### config.mk
export PLATFORM = sky130hd
export DESIGN_NAME = shared_mem_arbiter
export DESIGN_NICKNAME = d
export VERILOG_FILES = /design/src/rtl/shared_mem_arbiter.sv
export SDC_FILE = /design/constraint.sdc
export NUM_CORES = 1
export LEC_CHECK = 0
export CAP_MARGIN = 0
export CORE_ASPECT_RATIO = 1.4
export CORE_MARGIN = 2
export CORE_UTILIZATION = 41
export DETAILED_ROUTE_END_ITERATION = 12
export GPL_ROUTABILITY_DRIVEN = 0
export MAX_ROUTING_LAYER = met4
export PLACE_DENSITY = 0.81
export SLEW_MARGIN = 0
export SYNTH_ARGS = -nofsm -noshare
export SYNTH_HDL_FRONTEND = slang
export SYNTH_SLANG_ARGS = --single-unit
### constraint.sdc
create_clock -name clk -period 6.27 [get_ports clk]
set_input_delay 1.881 -clock clk [delete_from_list [all_inputs] [get_ports clk]]
set_output_delay 1.881 -clock clk [all_outputs]
set_load 0.05 [all_outputs]
### src/rtl/shared_mem_arbiter.sv
// Two-port arbiter/sequencer sharing one single-port, variable-latency word
// memory between instruction fetch and the data stage. Data wins by default;
// a saturating starvation counter forces a fetch grant after STARVE_LIMIT
// consecutive data grants made while a fetch was waiting.
module shared_mem_arbiter #(
  parameter int STARVE_LIMIT = 4
) (
  input  logic        clk,
  input  logic        rst,
  // fetch port
  input  logic        if_req,
  input  logic [31:0] if_addr,
  output logic [31:0] if_rdata,
  output logic        if_valid,
  // data port
  input  logic        dm_rd,
  input  logic        dm_wr,
  input  logic [31:0] dm_addr,
  input  logic [31:0] dm_wdata,
  output logic [31:0] dm_rdata,
  output logic        dm_valid,
  // memory side
  output logic        mem_en,
  output logic        mem_we,
  output logic [31:0] mem_addr,
  output logic [31:0] mem_wdata,
  input  logic [31:0] mem_rdata,
  input  logic        mem_ready
);

  // Keep at least one bit so STARVE_LIMIT=0 still elaborates.
  localparam int CW = (STARVE_LIMIT > 0) ? $clog2(STARVE_LIMIT + 1) : 1;
  localparam logic [CW-1:0] LIM = CW'(STARVE_LIMIT);

  typedef enum logic [1:0] {IDLE, IF_BUSY, DM_BUSY, DONE} state_t;

  state_t        state;
  logic          we_q;      // latched direction of the granted access
  logic          done_if;   // DONE belongs to the fetch port
  logic [CW-1:0] starve_cnt;

  logic dm_req;
  logic fetch_win;

  // Byte-offset bits never reach the word memory.
  logic unused_addr_bits;
  assign unused_addr_bits = ^{if_addr[1:0], dm_addr[1:0]};

  assign dm_req    = dm_rd | dm_wr;
  assign fetch_win = if_req & (~dm_req | (starve_cnt == LIM));

  // Memory-side controls and completion pulses decode straight from state,
  // so reset clears them without waiting for a clock edge.
  assign mem_en   = (state == IF_BUSY) | (state == DM_BUSY);
  assign mem_we   = (state == DM_BUSY) & we_q;
  assign if_valid = (state == DONE) & done_if;
  assign dm_valid = (state == DONE) & ~done_if;

  // Grant, sequence and capture; mem_addr/mem_wdata are latched at the grant
  // edge and held until the next grant.
  always_ff @(posedge clk or posedge rst) begin
    if (rst) begin
      state      <= IDLE;
      we_q       <= 1'b0;
      done_if    <= 1'b0;
      starve_cnt <= '0;
      mem_addr   <= '0;
      mem_wdata  <= '0;
      if_rdata   <= '0;
      dm_rdata   <= '0;
    end else begin
      case (state)
        IDLE: begin
          if (fetch_win) begin
            state      <= IF_BUSY;
            we_q       <= 1'b0;
            done_if    <= 1'b1;
            mem_addr   <= {if_addr[31:2], 2'b00};
            starve_cnt <= '0;
          end else if (dm_req) begin
            state     <= DM_BUSY;
            we_q      <= dm_wr;   // rd+wr together is treated as a write
            done_if   <= 1'b0;
            mem_addr  <= {dm_addr[31:2], 2'b00};
            mem_wdata <= dm_wdata;
            if (!if_req)
              starve_cnt <= '0;
            else if (starve_cnt != LIM)
              starve_cnt <= starve_cnt + 1'b1;
          end
        end
        IF_BUSY: begin
          if (mem_ready) begin
            if_rdata <= mem_rdata;
            state    <= DONE;
          end
        end
        DM_BUSY: begin
          if (mem_ready) begin
            if (!we_q) dm_rdata <= mem_rdata;
            state <= DONE;
          end
        end
        default: state <= IDLE;   // DONE: one pulse, no grant
      endcase
    end
  end

endmodule

======== Word-level counts from Yosys, hierarchy flattened ========
Index checks and enable logic that the tools add are counted.
Widths: inputs -> output; s select.
word-level totals
  input port bits ......................... 134
  word-level logic and storage cells ...... 51
  flip-flop bits (word level) ............. 135
operators by class
  reduce and logical (&&, ||, !) cells .... 9
  equality and inequality tests ........... 8
  muxes and demuxes ....................... 14
  $add $sub $neg .......................... 1
  bitwise operators ....................... 11
operator list
  operator             count
  $mux 32              2
  $mux 3               4
  $reduce_and 3->1     3
  $mux 2               3
  $ne 3x3->1 const B   2
  $reduce_and 2->1     3
  $and 1x1->1          4
  $eq 2x2->1 const B   2
  $mux 1               4
  $not 1->1            4
  $pmux 2 s2           1
  $add 3x1->3 const B  1
  $eq 3x3->1 const B   1
  $ne 3x1->1 const B   1
  $or 1x1->1           3
  $eq 2x1->1 const B   1
  $logic_not 2->1      1
  $ne 2x1->1 const B   1
  $reduce_bool 2->1    1
  $reduce_or 2->1      1

======== Longest topological paths before layout ========
Gate-level depths: netlist of the first run.
  word-level depth ........................ 6
  gate-level depth with buffers ........... 7

======== Least setup slack after synthesis of the first run ========
No wires, ideal clock.
  path type ............................... register to output
  start point ............................. register state[0]
  end point ............................... output dm_valid
  data arrival time ....................... 1261 ps
  stages on the path, launching flop included .. 3
  path buffers ............................ 0
  setup slack ............................. 3128 ps
  path through ............................ dfrtp_1 > ha_1 > nor2b_1
on the way
  cells in the longest elaborated chain, start to end .. 2
RTL lines
  what                      RTL line  RTL
  start: declaration        37        state_t state;
  start signal: assignment  63        state <= IDLE;
  start signal: assignment  75        state <= IF_BUSY;
  start signal: assignment  81        state <= DM_BUSY;
  $eq 2x2->1                57        assign dm_valid = (state == DONE) & ~done_if;
  $and 1x1->1               57
  end: declaration          21        output logic dm_valid,
No other way between the ends.

======== Final worst setup path of the first run ========
  start point ............................. input if_req
  end point ............................... register mem_wdata[31]
on the way
  cells in the longest elaborated chain, start to end .. 3
RTL lines
  what                               RTL line  RTL
  start: declaration                 11        input logic if_req,
  $and 1x1->1                        50        assign fetch_win = if_req & (~dm_req | (starve_cnt == LIM));
  $not 1->1 (no source line)         -
  $reduce_and 3->1 (no source line)  -
  end signal: assignment             85        mem_wdata <= dm_wdata;
  end: declaration                   26        output logic [31:0] mem_wdata,
No other way between the ends.
A chain may end at the register's enable or synchronous reset.

==> insert_results.sql, run 1 <==
INSERT INTO impl_metrics (metric_group, metric, value, unit) VALUES
('status', 'status', 'completed', ''),
('placed_design', 'place_area', '0.00840', 'mm^2'),
('finish', 'layout.nets', '826', ''),
('floorplanning', 'fp.dieW', '104', 'um'),
('run', 'cap_viol_max_count', '0', ''),
('placed_design', 'place_hpwl', '11100', 'um'),
('floorplanning', 'start_util', '0.414', ''),
('timing', 'clock.fmax', '0.241', 'GHz'),
('worst_setup_path', 'worst-endpoint-arrival', '4.43', 'ns'),
('power', 'pwr-share-comb', '0.578', ''),
('finish', 'layout.cells.most_common_list', 'sky130_fd_sc_hd__clkdlybuf4s50_1, sky130_fd_sc_hd__dfrtp_1, sky130_fd_sc_hd__mux2_2', ''),
('worst_setup_path', 'critical_path_maximum_fanout', '38', ''),
('drt', 'route.detailed.drc', '0', ''),
('timing', 'timing_hold_violations_final', '0', ''),
('timing', 'finalWorstSetupSlack', '2.13', 'ns'),
('power', 'post-layout-total-power', '6110', 'uW'),
('power', 'power.clock.fraction', '0.169', ''),
('worst_setup_path', 'max_stage_delay', '0.74', 'ns'),
('yosys', 'yosys_warnings', '0', ''),
('yosys', 'async_reset_ff_frac', '1.00', ''),
('finish', 'postLayoutCellArea', '0.00901', 'mm^2'),
('placed_design', 'dp_slack', '1.71', 'ns'),
('floorplanning', 'fp.dieH', '144', 'um'),
('worst_setup_path', 'timing.critical_path.from_type', 'primary input', ''),
('timing', 'setup_viol', '0', ''),
('finish', 'antennaDiodeCount', '0', ''),
('yosys', 'synth_enable_flop_cells', '0', ''),
('power', 'switching_pwr', '2850', 'uW'),
('finish', 'layout-drive-gt1-share', '0.207', ''),
('clock_tree', 'cts_post_setup_buffers_inserted', '0', ''),
('clock_tree', 'ctsHtreeMaxLevel', '4', ''),
('clock_tree', 'clk_latency', '0.41', 'ns'),
('worst_setup_path', 'critical_path.slowest_cell', 'sky130_fd_sc_hd__inv_1', ''),
('power', 'irDropWorstVdd', '0.000343', 'V'),
('placed_design', 'placement.io_buffers', '259', ''),
('timing', 'finalHoldWorstSlack', '0.503', 'ns'),
('timing', 'report.final.slew_viol_count', '0', ''),
('yosys', 'ys_dominant_reg_cell', 'sky130_fd_sc_hd__dfrtp_1', ''),
('finish', 'area.growth.synth_to_final', '58.0', '%'),
('yosys', 'post_synth_inst_count', '430', ''),
('grt', 'grt_max_degree', '53', ''),
('timing', 'final.setup_skew', '0.0106', 'ns'),
('yosys', 'yosys_register_bits', '133', ''),
('grt', 'number_of_global_route_vias_before_repair', '4810', ''),
('clock_tree', 'cts_max_path_buffers', '2', ''),
('drt', 'detail_route.wirelength', '15700', 'um'),
('yosys', 'seq_total_area_yosys', '0.584', ''),
('worst_setup_path', 'setup.worst_path.end_class', 'register', ''),
('finish', 'mostFrequentLayoutCell', 'sky130_fd_sc_hd__clkdlybuf4s50_1', ''),
('clock_tree', 'cts_resized', '0', ''),
('clock_tree', 'cts-buffers-inserted', '17', ''),
('drt', 'post_drt_wl_per_cell', '17.8', 'um'),
('floorplanning', 'rows', '51', ''),
('drt', 'detail_route.vias_per_cell', '5.12', ''),
('power', 'leakagePower', '0.00377', 'uW'),
('grt', 'all_layer_global_routing_usage', '0.211', ''),
('finish', 'filler_cell_count', '1085', ''),
('drt', 'number_of_detailed_routing_iterations_run_before_antenna_repair', '4', ''),
('grt', 'grt_first_pass_wirelength', '24200', 'um'),
('worst_setup_path', 'r2r_slack', '3.99', 'ns'),
('grt', 'grt_remaining_overflow', '0', ''),
('floorplanning', 'design.portCount', '266', ''),
('drt', 'drt_first_iter_violations', '224', ''),
('worst_hold_path', 'timing.hold.worst.class', 'register to register', ''),
('timing', 'fin_setup_tns', '0', 'ns'),
('yosys', 'synth_top_cells_by_area', 'sky130_fd_sc_hd__dfrtp_1, sky130_fd_sc_hd__mux2_2, sky130_fd_sc_hd__mux2_4', ''),
('timing', 'min_period', '4.14', 'ns'),
('timing', 'worst_case_headroom_to_the_max_slew_limit', '0.225', ''),
('floorplanning', 'die-area', '0.0149', 'mm^2'),
('power', 'sequential_power_share', '0.253', ''),
('clock_tree', 'tritoncts', 'done', '');
==> through the flow <==
step,utilization,std cells
CTS,0.654,882
detailed placement,0.609,851
global placement,0.609,851
finish,0.654,882
global route,0.654,882
floorplan,-,431
==> critical path: cells and delay by family <==
kind	cells	cell delay (ns)
buffers and inverters	3	1.41
AOI/OAI and AO/OA	1	0.71
muxes	1	0.41
==> cell usage after synthesis (all sizes together) (2+ instances only) <==
master	n
nand2b	2
mux2	96
o22ai	2
inv	9
and2	2
a32o	2
nor2	30
a21oi	31
dfrtp	133
o21ai	33
nand3b	2
o2bb2ai	2
a31oi	31
nand2	6
buf	19
ha	7
clkbuf	12
==> power by group through the flow <==
stage               clock network [uW]  registers (uW)  logic (uW)
finish                            1030            1540        3540
global placement                     0            1520        3480
global route                      1090            1600        3670
floorplan                            0            2980         968
detailed placement                   0            1550        3550
CTS                               1050            1550        3560
==> state kept, by name, summed over array words and instances (netlist names) <==
register and cells:
dm_rdata 32, state 2, mem_addr 30, mem_wdata 32, done_if 1, we_q 1
starve_cnt 3, if_rdata 32
==> final timing paths <==
check                      cells after the start       endpoint          start
min in group asynchronous                      2  mem_wdata[18]            rst
hold / removal                                 1    dm_rdata[7]    dm_rdata[7]
hold reg to reg                                1    dm_rdata[7]    dm_rdata[7]
setup reg to reg                               5       state[1]  starve_cnt[0]
setup / recovery                               5  mem_wdata[31]         if_req
max in group asynchronous                      3   if_rdata[21]            rst
==> kinds of logic after synthesis <==
kind of cell | share of synthesized area
fa+ha+maj | 0.0154
other cells | 0.000658
buf+inv | 0.0408
mux | 0.209
flops | 0.584
simple gates | 0.0388
compound gates | 0.111
==> layer usage <==
metal | vias to the layer above | global-route usage | part of all wire
met5 | - | - | 0
met4 | 0 | 0.0597 | 0.013
met3 | 14 | 0.0440 | 0.055
met2 | 205 | 0.386 | 0.54
met1 | 2251 | 0.233 | 0.39
li1 | 2047 | - | -
==> layout make-up <==
class / instances / area share
Inverter: 9 / 0.00403
Multi-Input combinational cell: 258 / 0.239
Tap cell: 185 / 0.0257
Clock buffer: 18 / 0.0488
Sequential cell: 133 / 0.369
Timing Repair Buffer: 266 / 0.294
Clock inverter: 13 / 0.0189
(Power assumes the default switching activity.)
==> run 2, diff against run 1 <==
--- a/config.mk
+++ b/config.mk
@@ -8,11 +8,11 @@
 export CAP_MARGIN = 0
 export CORE_ASPECT_RATIO = 1.4
 export CORE_MARGIN = 2
-export CORE_UTILIZATION = 41
+export CORE_UTILIZATION = 37
 export DETAILED_ROUTE_END_ITERATION = 12
 export GPL_ROUTABILITY_DRIVEN = 0
 export MAX_ROUTING_LAYER = met4
-export PLACE_DENSITY = 0.81
+export PLACE_DENSITY = 0.77
 export SLEW_MARGIN = 0
 export SYNTH_ARGS = -nofsm -noshare
 export SYNTH_HDL_FRONTEND = slang
==> constraint.sdc (replaced) <==
create_clock -name clk -period 3.8 [get_ports clk]
set_input_delay 1.14 -clock clk [delete_from_list [all_inputs] [get_ports clk]]
set_output_delay 1.14 -clock clk [all_outputs]
set_load 0.05 [all_outputs]
==> run 2 against run 1 <==
Effect of this change:
- worst hold slack lost 0.0013 ns
- combinational power grew 65%
- clock-buffer cell count is the same
- via count shrank 1.5%
- highest routed layer unchanged
==> insert_results.sql, run 2 (same netlist as run 1, synthesis figures left out) <==
INSERT INTO impl_metrics (metric_group, metric, value, unit) VALUES
('drt', 'detail_route.vias_per_cell', '4.99', ''),
('worst_setup_path', 'timing_worst_setup_path_type', 'register to output port', ''),
('floorplanning', 'fp.dieH', '151', 'um'),
('worst_hold_path', 'timing.hold.worst.class', 'register to register', ''),
('finish', 'instances_no_fill', '891', ''),
('timing', 'finalWorstSetupSlack', '0.535', 'ns'),
('worst_setup_path', 'worst-endpoint-arrival', '2.13', 'ns'),
('drt', 'detail_route.wirelength', '15600', 'um'),
('timing', 'fin_crit_sh', '0.859', ''),
('status', 'status', 'completed', ''),
('timing', 'timing_hold_violations_final', '0', ''),
('timing', 'fin_setup_tns', '0', 'ns'),
('worst_setup_path', 'timing.critical_path.from_type', 'register', ''),
('finish', 'final_util', '0.600', ''),
('timing', 'finalHoldWorstSlack', '0.502', 'ns'),
('floorplanning', 'design.portCount', '266', ''),
('placed_design', 'dp_slack', '0.626', 'ns'),
('finish', 'layout.cells.most_common_list', 'sky130_fd_sc_hd__clkdlybuf4s50_1, sky130_fd_sc_hd__dfrtp_1, sky130_fd_sc_hd__mux2_2', ''),
('clock_tree', 'clk_latency', '0.40', 'ns'),
('finish', 'layout-drive-gt1-share', '0.209', ''),
('finish', 'layout.nets', '828', ''),
('grt', 'grt_max_degree', '73', ''),
('drt', 'number_of_detailed_routing_iterations_run_before_antenna_repair', '4', ''),
('grt', 'all_layer_global_routing_usage', '0.194', ''),
('finish', 'layout_top_registers', 'dm_rdata (32), if_rdata (32), mem_wdata (32)', ''),
('power', 'leakagePower', '0.00376', 'uW'),
('finish', 'antennaDiodeCount', '0', ''),
('floorplanning', 'core_region', '0.0151', 'mm^2'),
('power', 'powerDensity', '1110', 'mW/mm^2'),
('clock_tree', 'cts-buffers-inserted', '17', ''),
('worst_setup_path', 'critical_path_required', '2.66', 'ns'),
('clock_tree', 'cts_hold_buffers', '0', ''),
('grt', 'grt_first_pass_wirelength', '24000', 'um'),
('finish', 'mostFrequentLayoutCell', 'sky130_fd_sc_hd__clkdlybuf4s50_1', ''),
('timing', 'min_period', '3.27', 'ns'),
('drt', 'final_antenna_net_count', '0', ''),
('grt', 'grt_remaining_overflow', '0', ''),
('timing', 'clock.fmax', '0.306', 'GHz'),
('clock_tree', 'cts_max_path_buffers', '2', ''),
('timing', 'pin_slew_with_the_least_headroom_to_its_limit', '0.912', 'ns'),
('clock_tree', 'cts_resized', '0', ''),
('clock_tree', 'numClockSinks', '133', ''),
('drt', 'total_vias_in_the_final_route', '4447', ''),
('grt', 'number_of_global_route_vias_before_repair', '4796', ''),
('clock_tree', 'tritoncts', 'done', ''),
('clock_tree', 'master_cell_of_the_clock_root_buffer', 'sky130_fd_sc_hd__clkbuf_16', ''),
('placed_design', 'place_hpwl', '11200', 'um'),
('grt', 'grt.busiest_layer', 'met2', ''),
('power', 'irDropWorstVdd', '0.000568', 'V'),
('worst_setup_path', 'critical_path_maximum_fanout', '5', ''),
('grt', 'antenna_found_initial', '0', ''),
('timing', 'final.setup_skew', '0.0131', 'ns'),
('placed_design', 'placement.io_buffers', '259', ''),
('grt', 'globalRouteMet1Util', '0.210', ''),
('drt', 'drt_first_iter_violations', '170', ''),
('drt', 'route.detailed.drc', '0', ''),
('grt', 'grt.met3_usage', '0.0521', ''),
('timing', 'setup_viol', '0', ''),
('timing', 'rsz0062_at_grt', 'no', ''),
('clock_tree', 'clk_transition_reported_paths', '0.05', 'ns'),
('timing', 'report.final.slew_viol_count', '0', ''),
('floorplanning', 'fp.dieW', '109', 'um'),
('timing', 'worst_case_headroom_to_the_max_slew_limit', '0.392', ''),
('floorplanning', 'start_util', '0.379', ''),
('run', 'cap_viol_max_count', '0', ''),
('drt', 'post_drt_wl_per_cell', '17.5', 'um'),
('finish', 'area.growth.synth_to_final', '58.3', '%'),
('worst_setup_path', 'setup.worst_path.end_class', 'output port', ''),
('clock_tree', 'ctsHtreeMaxLevel', '4', ''),
('floorplanning', 'die-area', '0.0164', 'mm^2'),
('clock_tree', 'cts_post_setup_buffers_inserted', '0', ''),
('placed_design', 'dp_cells', '860', ''),
('floorplanning', 'rows', '53', ''),
('grt', 'grt_use_met2', '0.340', '');
## run 2: power breakdown
| part | switching, uW | internal, uW | total (uW) |
|---|---|---|---|
| logic | 3640 | 2190 | 5830 |
| registers | 415 | 2140 | 2560 |
| clock network | 626 | 990 | 1620 |
| total | 4690 | 5320 | 10000 |
## run 2: layer usage
metal  routed length (um)  up-vias
met2                 8510      195
met3                 1040       23
met1                 5780     2180
met4                  282        0
met5                    0        -
li1                     -     2049
## run 2: final cells by class
type | count | area [um^2]
fill | 1222 | 6030
multi-input combinational | 258 | 2160
clock inverter | 13 | 150
clock buffer | 18 | 439
inverter | 9 | 37.5
timing repair buffer | 268 | 2670
sequential | 133 | 3330
tap | 192 | 240
## run 2: final timing paths
check	start	end	slack, ns	cells after the start
hold reg to reg	we_q	we_q	0.50	2
hold / removal	we_q	we_q	0.50	2
setup reg to reg	state[0]	mem_wdata[30]	1.69	4
min in group asynchronous	rst	mem_addr[22]	1.33	3
setup / recovery	state[0]	mem_en	0.53	3
max in group asynchronous	rst	dm_rdata[10]	1.79	3
## run 2: worst max-delay path, cell delays in order, from the launching register on
cell                              delay (ns)
sky130_fd_sc_hd__dfrtp_1                0.44
sky130_fd_sc_hd__inv_1                  0.09
sky130_fd_sc_hd__ha_1                   0.36
sky130_fd_sc_hd__clkdlybuf4s50_1        0.85
## run 2: through the flow
stage | cell area [um^2] | power, uW
finish | 9020 | 10000
detailed placement | 8440 | 8430
floorplan | 5710 | 6520
global route | 9020 | 10500
global placement | 8440 | 8300
CTS | 9020 | 10100
